**src/rtl/pfb_pipe_sequencer_pkg.sv**
```systemverilog
// Shared constants and types for the polyphase filter bank pipeline sequencer.
//   PHASE_WIDTH : commutator phase counter width (up to 2**PHASE_WIDTH phases)
//   PIPE_LAT    : ce-cycles from input accept to datapath result (MAC chain + round)
//   DATA_WIDTH  : datapath result width, I in the upper half and Q in the lower half
package pfb_pipe_sequencer_pkg;

  localparam int unsigned PHASE_WIDTH = 11;
  localparam int unsigned PIPE_LAT    = 8;
  localparam int unsigned DATA_WIDTH  = 32;

  // Rounded I/Q field positions inside a datapath result word.
  localparam int unsigned I_MSB = 31;
  localparam int unsigned I_LSB = 16;
  localparam int unsigned Q_MSB = 15;
  localparam int unsigned Q_LSB = 0;

  typedef logic [PHASE_WIDTH-1:0] phase_t;
  typedef logic [DATA_WIDTH-1:0]  data_t;

  // Side-band tag travelling alongside the datapath for each accepted sample.
  typedef struct packed {
    logic   valid;
    logic   last;
    phase_t phase;
  } pipe_tag_t;

  localparam int unsigned TAG_WIDTH = $bits(pipe_tag_t);

  // Next commutator phase: wrap at the end of the frame or on a resync.
  function automatic phase_t phase_advance(input phase_t phase,
                                           input phase_t last_phase,
                                           input logic   resync);
    if ((phase == last_phase) || resync) begin
      return '0;
    end
    return phase_t'(phase + 1'b1);
  endfunction

endpackage

```
**src/rtl/pfb_pipe_sequencer_if.sv**
```systemverilog
// Stream handshake bundle around the sequencer.
//   s_axis_tvalid/tlast : upstream sample valid and end-of-frame marker
//   s_axis_tready       : upstream ready (global clock enable)
//   m_axis_*            : result stream towards the FFT input buffer
// master : the sequencer side (drives s_axis_tready and all m_axis payload)
// slave  : the environment side (upstream source + downstream sink)
interface pfb_pipe_sequencer_if;
  import pfb_pipe_sequencer_pkg::*;

  logic   s_axis_tvalid;
  logic   s_axis_tready;
  logic   s_axis_tlast;

  data_t  m_axis_tdata;
  phase_t m_axis_tuser;
  logic   m_axis_tlast;
  logic   m_axis_tvalid;
  logic   m_axis_tready;

  modport master (
    input  s_axis_tvalid,
    input  s_axis_tlast,
    output s_axis_tready,
    output m_axis_tdata,
    output m_axis_tuser,
    output m_axis_tlast,
    output m_axis_tvalid,
    input  m_axis_tready
  );

  modport slave (
    output s_axis_tvalid,
    output s_axis_tlast,
    input  s_axis_tready,
    input  m_axis_tdata,
    input  m_axis_tuser,
    input  m_axis_tlast,
    input  m_axis_tvalid,
    output m_axis_tready
  );

endinterface

```
**src/rtl/pfb_pipe_sequencer_ce_delay.sv**
```systemverilog
// Clock-enable gated shift register, used to carry per-sample tags in step
// with the DSP pipeline so that the tail lines up with the datapath result.
//   clk, sync_reset : clock and synchronous active-high reset (clears all stages)
//   i_ce            : shift enable
//   i_data          : value entering stage 0
//   o_data          : value leaving the last stage (DEPTH ce-cycles later)
module pfb_pipe_sequencer_ce_delay #(
  parameter int unsigned WIDTH = 1,
  parameter int unsigned DEPTH = 2
) (
  input  logic             clk,
  input  logic             sync_reset,
  input  logic             i_ce,
  input  logic [WIDTH-1:0] i_data,
  output logic [WIDTH-1:0] o_data
);

  logic [WIDTH-1:0] r_sr [DEPTH];

  // Shift chain; holds whenever the global enable is low.
  always_ff @(posedge clk) begin
    if (sync_reset) begin
      for (int unsigned i = 0; i < DEPTH; i++) begin
        r_sr[i] <= '0;
      end
    end else if (i_ce) begin
      r_sr[0] <= i_data;
      for (int unsigned i = 1; i < DEPTH; i++) begin
        r_sr[i] <= r_sr[i-1];
      end
    end
  end

  assign o_data = r_sr[DEPTH-1];

endmodule

```
**src/rtl/pfb_pipe_sequencer.sv**
```systemverilog
// Pipeline sequencer for the polyphase filter bank MAC/round datapath.
// Owns the global clock enable, tracks the commutator phase, addresses the
// tap memory / coefficient ROM, delays valid/phase/last alongside the
// datapath and registers results onto a backpressured stream.
//   clk, sync_reset : clock, synchronous active-high reset
//   num_phases_m1   : phase count minus one, taken at frame boundaries only
//   axis            : upstream accept handshake + downstream result stream
//   ce              : global enable for every DSP CE pin and the tap memory
//   mem_wr_en       : tap delay memory write strobe (= upstream accept)
//   mem_addr        : tap memory / coefficient address (= current phase)
//   dp_data         : rounded datapath result, PIPE_LAT ce-cycles after accept
//   sync_err        : sticky, upstream tlast arrived off the last phase
module pfb_pipe_sequencer
  import pfb_pipe_sequencer_pkg::*;
(
  input  logic                       clk,
  input  logic                       sync_reset,
  input  phase_t                     num_phases_m1,
  pfb_pipe_sequencer_if.master       axis,
  output logic                       ce,
  output logic                       mem_wr_en,
  output phase_t                     mem_addr,
  input  data_t                      dp_data,
  output logic                       sync_err
);

  phase_t    r_phase;
  phase_t    r_last_phase;
  logic      r_sync_err;

  logic      r_tvalid;
  data_t     r_tdata;
  phase_t    r_tuser;
  logic      r_tlast;

  logic      w_ce;
  logic      w_accept;
  logic      w_frame_end;
  logic      w_resync;
  pipe_tag_t w_tag_in;
  pipe_tag_t w_tag_out;

  // The whole pipe advances only when the output register is empty or
  // draining; forced on in reset so the DSP chain keeps flushing.
  assign w_ce        = sync_reset | ~r_tvalid | axis.m_axis_tready;
  assign w_accept    = axis.s_axis_tvalid & w_ce & ~sync_reset;
  assign w_frame_end = (r_phase == r_last_phase);
  assign w_resync    = axis.s_axis_tlast & ~w_frame_end;

  // Commutator phase, per-frame phase count and sticky resync flag.
  always_ff @(posedge clk) begin
    if (sync_reset) begin
      r_phase      <= '0;
      r_last_phase <= num_phases_m1;
      r_sync_err   <= 1'b0;
    end else if (w_accept) begin
      r_phase <= phase_advance(r_phase, r_last_phase, w_resync);
      if (w_frame_end) begin
        r_last_phase <= num_phases_m1;
      end
      if (w_resync) begin
        r_sync_err <= 1'b1;
      end
    end
  end

  // Tag captured at accept; last marks only a genuine end-of-frame phase,
  // so a resynced sample is emitted with last low.
  always_comb begin
    w_tag_in       = '0;
    w_tag_in.valid = w_accept;
    w_tag_in.last  = w_frame_end;
    w_tag_in.phase = r_phase;
  end

  pfb_pipe_sequencer_ce_delay #(
    .WIDTH (TAG_WIDTH),
    .DEPTH (PIPE_LAT)
  ) u_tag_delay (
    .clk        (clk),
    .sync_reset (sync_reset),
    .i_ce       (w_ce),
    .i_data     (w_tag_in),
    .o_data     (w_tag_out)
  );

  // Output register; payload only reloads on a valid tail so it stays
  // stable while the sink stalls.
  always_ff @(posedge clk) begin
    if (sync_reset) begin
      r_tvalid <= 1'b0;
      r_tdata  <= '0;
      r_tuser  <= '0;
      r_tlast  <= 1'b0;
    end else if (w_ce) begin
      r_tvalid <= w_tag_out.valid;
      if (w_tag_out.valid) begin
        r_tdata <= dp_data;
        r_tuser <= w_tag_out.phase;
        r_tlast <= w_tag_out.last;
      end
    end
  end

  assign axis.s_axis_tready = w_ce;
  assign axis.m_axis_tvalid = r_tvalid;
  assign axis.m_axis_tdata  = r_tdata;
  assign axis.m_axis_tuser  = r_tuser;
  assign axis.m_axis_tlast  = r_tlast;

  assign ce        = w_ce;
  assign mem_wr_en = w_accept;
  assign mem_addr  = r_phase;
  assign sync_err  = r_sync_err;

endmodule

```
**src/flat_wrapper.sv**
```systemverilog
// flat-port wrapper written by rule: the top's interface ports become plain ports
module pfb_pipe_sequencer_flat import pfb_pipe_sequencer_pkg::*;
  (clk, sync_reset, num_phases_m1, ce, mem_wr_en, mem_addr, dp_data, sync_err, axis_s_axis_tvalid, axis_s_axis_tlast, axis_s_axis_tready, axis_m_axis_tdata, axis_m_axis_tuser, axis_m_axis_tlast, axis_m_axis_tvalid, axis_m_axis_tready);
  pfb_pipe_sequencer_if axis_i ();
  input  logic clk;
  input  logic sync_reset;
  input  phase_t num_phases_m1;
  output logic ce;
  output logic mem_wr_en;
  output phase_t mem_addr;
  input  data_t dp_data;
  output logic sync_err;
  input wire logic [$bits(axis_i.s_axis_tvalid)-1:0] axis_s_axis_tvalid;
  input wire logic [$bits(axis_i.s_axis_tlast)-1:0] axis_s_axis_tlast;
  output wire logic [$bits(axis_i.s_axis_tready)-1:0] axis_s_axis_tready;
  output wire logic [$bits(axis_i.m_axis_tdata)-1:0] axis_m_axis_tdata;
  output wire logic [$bits(axis_i.m_axis_tuser)-1:0] axis_m_axis_tuser;
  output wire logic [$bits(axis_i.m_axis_tlast)-1:0] axis_m_axis_tlast;
  output wire logic [$bits(axis_i.m_axis_tvalid)-1:0] axis_m_axis_tvalid;
  input wire logic [$bits(axis_i.m_axis_tready)-1:0] axis_m_axis_tready;
  assign axis_i.s_axis_tvalid = axis_s_axis_tvalid;
  assign axis_i.s_axis_tlast = axis_s_axis_tlast;
  assign axis_s_axis_tready = axis_i.s_axis_tready;
  assign axis_m_axis_tdata = axis_i.m_axis_tdata;
  assign axis_m_axis_tuser = axis_i.m_axis_tuser;
  assign axis_m_axis_tlast = axis_i.m_axis_tlast;
  assign axis_m_axis_tvalid = axis_i.m_axis_tvalid;
  assign axis_i.m_axis_tready = axis_m_axis_tready;
  pfb_pipe_sequencer u_core (.clk(clk), .sync_reset(sync_reset), .num_phases_m1(num_phases_m1), .axis(axis_i), .ce(ce), .mem_wr_en(mem_wr_en), .mem_addr(mem_addr), .dp_data(dp_data), .sync_err(sync_err));
endmodule
```
**config.mk**
```make
export PLATFORM = sky130hd
export DESIGN_NAME = pfb_pipe_sequencer_flat
export DESIGN_NICKNAME = d
export VERILOG_FILES = /design/src/rtl/pfb_pipe_sequencer_pkg.sv /design/src/rtl/pfb_pipe_sequencer_if.sv /design/src/rtl/pfb_pipe_sequencer_ce_delay.sv /design/src/rtl/pfb_pipe_sequencer.sv /design/src/flat_wrapper.sv
export SDC_FILE = /design/constraint.sdc
export NUM_CORES = 1
export LEC_CHECK = 0
export ABC_AREA = 1
export ABC_CLOCK_PERIOD_IN_PS = 8300
export CAP_MARGIN = 20
export CORE_MARGIN = 8
export CORE_UTILIZATION = 55
export DETAILED_ROUTE_END_ITERATION = 8
export GPL_TIMING_DRIVEN = 0
export PLACE_DENSITY = 0.87
export SYNTH_ARGS = -nofsm -noshare
export SYNTH_HDL_FRONTEND = slang
export SYNTH_SLANG_ARGS = --single-unit
```
**constraint.sdc**
```tcl
create_clock -name clk -period 8.3 [get_ports clk]
set_input_delay 1.66 -clock clk [delete_from_list [all_inputs] [get_ports clk]]
set_output_delay 1.66 -clock clk [all_outputs]
set_load 0.1 [all_outputs]
```
; Word level (Yosys, flattened, before mapping)
; Memory sizes are Yosys's and may differ from the RTL's.
; Cells that the tools add are included.
; Widths: inputs -> output; s select.
[totals]
ff_bits = 68
ram_bits = 104
inputBits = 48
out_inout_bits = 60
wordCells = 53
memories = 1
[op_classes]
addsub = 1
n_eq_ne = 1
n_mux = 21
bitwise_logic = 16
n_reduce_logical = 6
[memory_table]
columns = name, depth, width, rd, rd_ports_with_merged_regs, write_ports, line
row1 = u_core.u_tag_delay.r_sr, 8, 13, 8, 0, 8, pfb_pipe_sequencer_ce_delay.sv:18  ; logic [WIDTH-1:0] r_sr [DEPTH];
[op_table]
columns = operator, n
row1 = $mux 13, 8
row2 = $mux 11, 5
row3 = $add 11x1->11 const B, 1
row4 = $eq 11x11->1, 1
row5 = $or 1x1->1, 10
row6 = $mux 1, 8
row7 = $reduce_and 2->1, 3
row8 = $reduce_bool 2->1, 2
row9 = $and 1x1->1, 3
row10 = $not 1->1, 3
row11 = $logic_or 1x1->1, 1

; Depth between registers and ports, before layout
[depth]
ltp_word = 8
mapped_depth = 9
depth_no_buf = 8

; Cells and area by module
; Synthesis repeated with hierarchy kept, for this count alone.
[hier_totals]
hier_cells = 666
area_unflattened_um2 = 6941.7
[by_module_without_submodules]
columns = module, instances, cells_per_inst, area_per_inst_um2, seq_area_each_um2
row1 = pfb_pipe_sequencer_ce_delay, 1, 339, 4270.3, 3123.0
row2 = pfb_pipe_sequencer, 1, 327, 2671.3, 1471.4

; Least setup slack after synthesis
; OpenSTA, ideal clock, no wires.
[synth_timing]
kind = input port to flip-flop
startpoint = input sync_reset
endpoint = memory u_core.u_tag_delay.r_sr[0][0] (netlist name), enable pin
setup_time_ns = 1.213
arrival_time_ns = 4.493
required_time_ns = 7.087
setup_slack_ns = 2.595
stages = 4
path_cell_list = inv_2 buf_2 clkbuf_1 nand3_1
[synth_lines]
columns = element, line
row1 = from (decl), flat_wrapper.sv:6  ; input logic sync_reset;
row2 = to (decl), pfb_pipe_sequencer_ce_delay.sv:18

; Worst setup path after layout
[layout_timing]
startpoint = input axis_m_axis_tready
endpoint = output mem_wr_en
[layout_via]
elab_chain_len = 3
[layout_rtl]
columns = element, line
row1 = from (decl), flat_wrapper.sv:20  ; input wire logic [$bits(axis_i.m_axis_tready)-1:0] axis_m_axis_tready;
row2 = $or 1x1->1, pfb_pipe_sequencer.sv:45  ; assign w_ce = sync_reset | ~r_tvalid | axis.m_axis_tready;
row3 = $and 1x1->1 (2 in a row), pfb_pipe_sequencer.sv:46  ; assign w_accept = axis.s_axis_tvalid & w_ce & ~sync_reset;
row4 = to (decl), flat_wrapper.sv:9  ; output logic mem_wr_en;
; Every way passes these cells.

==> key figures <==
Status
  • Status: completed

Critical path
  • Type of origin of the critical path: input pin
  • CP Max Fanout: 8
  • Critical path required time: 6.64 ns
  • Setup Crit Path Kind: in2out
  • R2r setup slk: 6.57 ns
  • Critical Path Sink Type: primary output
  • Worst Path Arrival: 3.75 ns

Yosys
  • Syn avg cell area: 10.22 um^2
  • Post-synthesis sequential area ratio: 0.6935
  • Syn Inst Count: 648
  • Yosys warning count: 0
  • FF+latch count, synth: 172
  • Cell Area, Synth: 6625 um^2
  • Yosys cell types: 27
  • Post-synth net total: 697

Floorplanning
  • Row Count: 40
  • Ports: 108
  • Die width: 125.8 um
  • Core Region: 11860 um^2
  • Die Y: 125.8 um
  • Die footprint: 15810 um^2
  • Initial core utilization: 0.5585

Timing
  • Hold Slack: 0.4609 ns
  • Final Slew Violations: 0
  • Worst rel slew slack: 0.3269
  • Post-route setup TNS: 0 ns
  • RSZ-0062 raised after global routing: false
  • Peak Freq: 0.1849 GHz
  • Final setup vio count: 0
  • Final period demand of the worst path: 5.407 ns
  • Clock Skews: 0.009337 ns
  • Worst Max-Slew Pin Slew: 1.006 ns
  • Final Hold Violating Endpoints: 0
  • Final worst slack: 2.893 ns
  • Crit share post-route: 0.6515

Routing
  • Initial DRC count: 375
  • Max Used Layer: met4
  • Post-route ant nets: 0
  • Met2 wire length: 7237 um
  • Wl on met1: 5123 um
  • Via count: 4627
  • Met3 wire length: 899 um
  • Routed WL: 13500 um
  • DRC errors left: 0
  • Via/cell ratio: 4.943
  • TritonRoute pass-1 iters: 5
  • Drt wl/cell: 14.43 um

Clocking
  • Hold buffer count at cts: 0
  • Clk root buf: clkbuf_16
  • CTS Buffer Depth: 2
  • Post-CTS setup buffers: 0
  • Cts repair resizes: 0
  • Clock Latency Late Sink: 0.42 ns
  • CTS Buf Count: 17
  • Clock Pin Slew Worst Setup and Hold Paths: 0.06 ns
  • H-tree depth: 4
  • CTS tree: done
  • Clock Sinks: 172

Place
  • Dpl ws: 2.891 ns
  • I/O Buffers: 107
  • Post-DP HPWL: 9605 um
  • Placed Area: 7928 um^2
  • GP Congestion: 0.9016
  • Post-Place Cells: 904

Min path
  • Hold crit path type: reg2reg

Layout
  • Fraction of layout cells with a size suffix above 1: 0.08365
  • Post-route insts no fill: 936
  • Fillers: 777
  • Antenna Diode Count: 0
  • Area delta synth->final: 28.74%
  • Utilization after layout: 0.7191
  • # nets final: 825
  • Final instance area: 8529 um^2

Power and ir drop
  • Peak VDD IR: 0.0001489 V
  • Final Power: 1.792 mW
  • Power per Cell Area: 210.1 nW/um^2
  • Static Leak: 3.273 nW

Global routing
  • Largest net degree at the start of global routing: 71
  • Antenna violations before repair: 0
  • Grt ovf: 0
  • First-pass GRT wire length: 22490 um
  • Gr usage total: 0.1784
  • Vias in the first global route: 4822

Run
  • Max_cap viols: 0
[state kept, by name, summed over array words and instances (netlist names)]
| name | cells |
|---|---|
| u_core.u_tag_delay.r_sr | 104 |
| u_core.axis.m_axis_tdata | 32 |
| u_core.axis.m_axis_tuser | 11 |
| u_core.mem_addr | 11 |
| u_core.r_last_phase | 11 |
| u_core.axis.m_axis_tlast | 1 |
| u_core.axis.m_axis_tvalid | 1 |
| u_core.sync_err | 1 |
[cells in the mapped netlist, drive strengths merged]
| cell type | count | area share |
|---|---|---|
| nor3 | 3 | 0.0030 |
| xnor2 | 4 | 0.0053 |
| buf | 17 | 0.015 |
| nand3 | 9 | 0.0094 |
| clkbuf | 9 | 0.0053 |
| nor2 | 209 | 0.12 |
| xor2 | 6 | 0.0079 |
| a21oi | 2 | 0.0015 |
| o21ai | 50 | 0.038 |
| nand2 | 43 | 0.025 |
| nand4 | 2 | 0.0019 |
| edfxtp | 115 | 0.52 |
| dfxtp | 57 | 0.17 |
| ha | 1 | 0.0019 |
| inv | 121 | 0.069 |
[critical path: stages]
cell and delay [ns]:
clkdlybuf4s50_1 0.48, inv_2 0.07, nand2_2 0.10, nand3_4 0.15, inv_2 0.12, clkdlybuf4s50_1 1.15
[worst paths after layout]
check	start	endpoint	cells after the start
setup / recovery	axis_m_axis_tready	mem_wr_en	6
hold / removal	u_core.sync_err$_SDFFE_PP0P_	u_core.sync_err$_SDFFE_PP0P_	2
setup reg to reg	u_core.mem_addr[8]$_SDFFE_PP0P_	u_core.r_last_phase[8]$_DFFE_PP_	8
hold reg to reg	u_core.sync_err$_SDFFE_PP0P_	u_core.sync_err$_SDFFE_PP0P_	2
[placed cells by master, fill, tap and decap left out, types with 2 or more instances in the layout]
| cell type | netlist | layout |
|---|---|---|
| edfxtp_1 | 115 | 115 |
| clkinv_2 | 0 | 2 |
| o21ai_1 | 9 | 10 |
| nand3_1 | 7 | 6 |
| inv_2 | 4 | 4 |
| nor2_2 | 10 | 10 |
| nor2_1 | 198 | 198 |
| clkbuf_16 | 0 | 19 |
| nand2_1 | 41 | 41 |
| buf_4 | 5 | 6 |
| nand2_2 | 2 | 2 |
| xnor2_1 | 4 | 4 |
| clkdlybuf4s50_1 | 0 | 107 |
| nor3_1 | 2 | 2 |
| xor2_1 | 6 | 6 |
| buf_2 | 10 | 10 |
| clkbuf_1 | 8 | 13 |
| a21oi_1 | 2 | 2 |
| inv_1 | 117 | 117 |
| dfxtp_1 | 57 | 57 |
| clkbuf_8 | 0 | 2 |
| nand3_4 | 1 | 2 |
| nand4_1 | 2 | 2 |
| o21ai_0 | 41 | 40 |
| bufinv_16 | 0 | 2 |
[cell families (layout without fill, tap and decap cells)]
logic type      after synthesis  after routing  synth area share
buf+inv                     147            288           0.08933
compound gates               52             52           0.03928
fa+ha+maj                     1              1          0.001888
flops                       172            172            0.6935
simple gates                266            266            0.1628
xor+xnor                     10             10           0.01322
[area by class of cell]
type	count	area [um^2]	share of cell area
Sequential cell	172	4594	0.5387
Tap cell	147	183.9	0.02156
Clock inverter	6	80.08	0.009388
Buffer	26	137.6	0.01614
Timing Repair Buffer	109	1106	0.1297
Inverter	121	454.2	0.05325
Multi-Input combinational cell	329	1451	0.1702
Clock buffer	26	521.8	0.06117
[routing by layer]
| layer | vias to the layer above | track usage |
|---|---|---|
| li1 | 2267 | - |
| met4 | 0 | 0.07077 |
| met2 | 153 | 0.3306 |
| met1 | 2187 | 0.1795 |
| met5 | - | 0 |
| met3 | 20 | 0.06203 |
[where the power goes]
| group | switching [mW] | internal (mW) |
|---|---|---|
| logic | 0.0472 | 0.0338 |
| registers | 0.00380 | 0.912 |
| clock network | 0.301 | 0.494 |
| total | 0.352 | 1.44 |
Note: power is estimated with default switching activity, not from simulation.
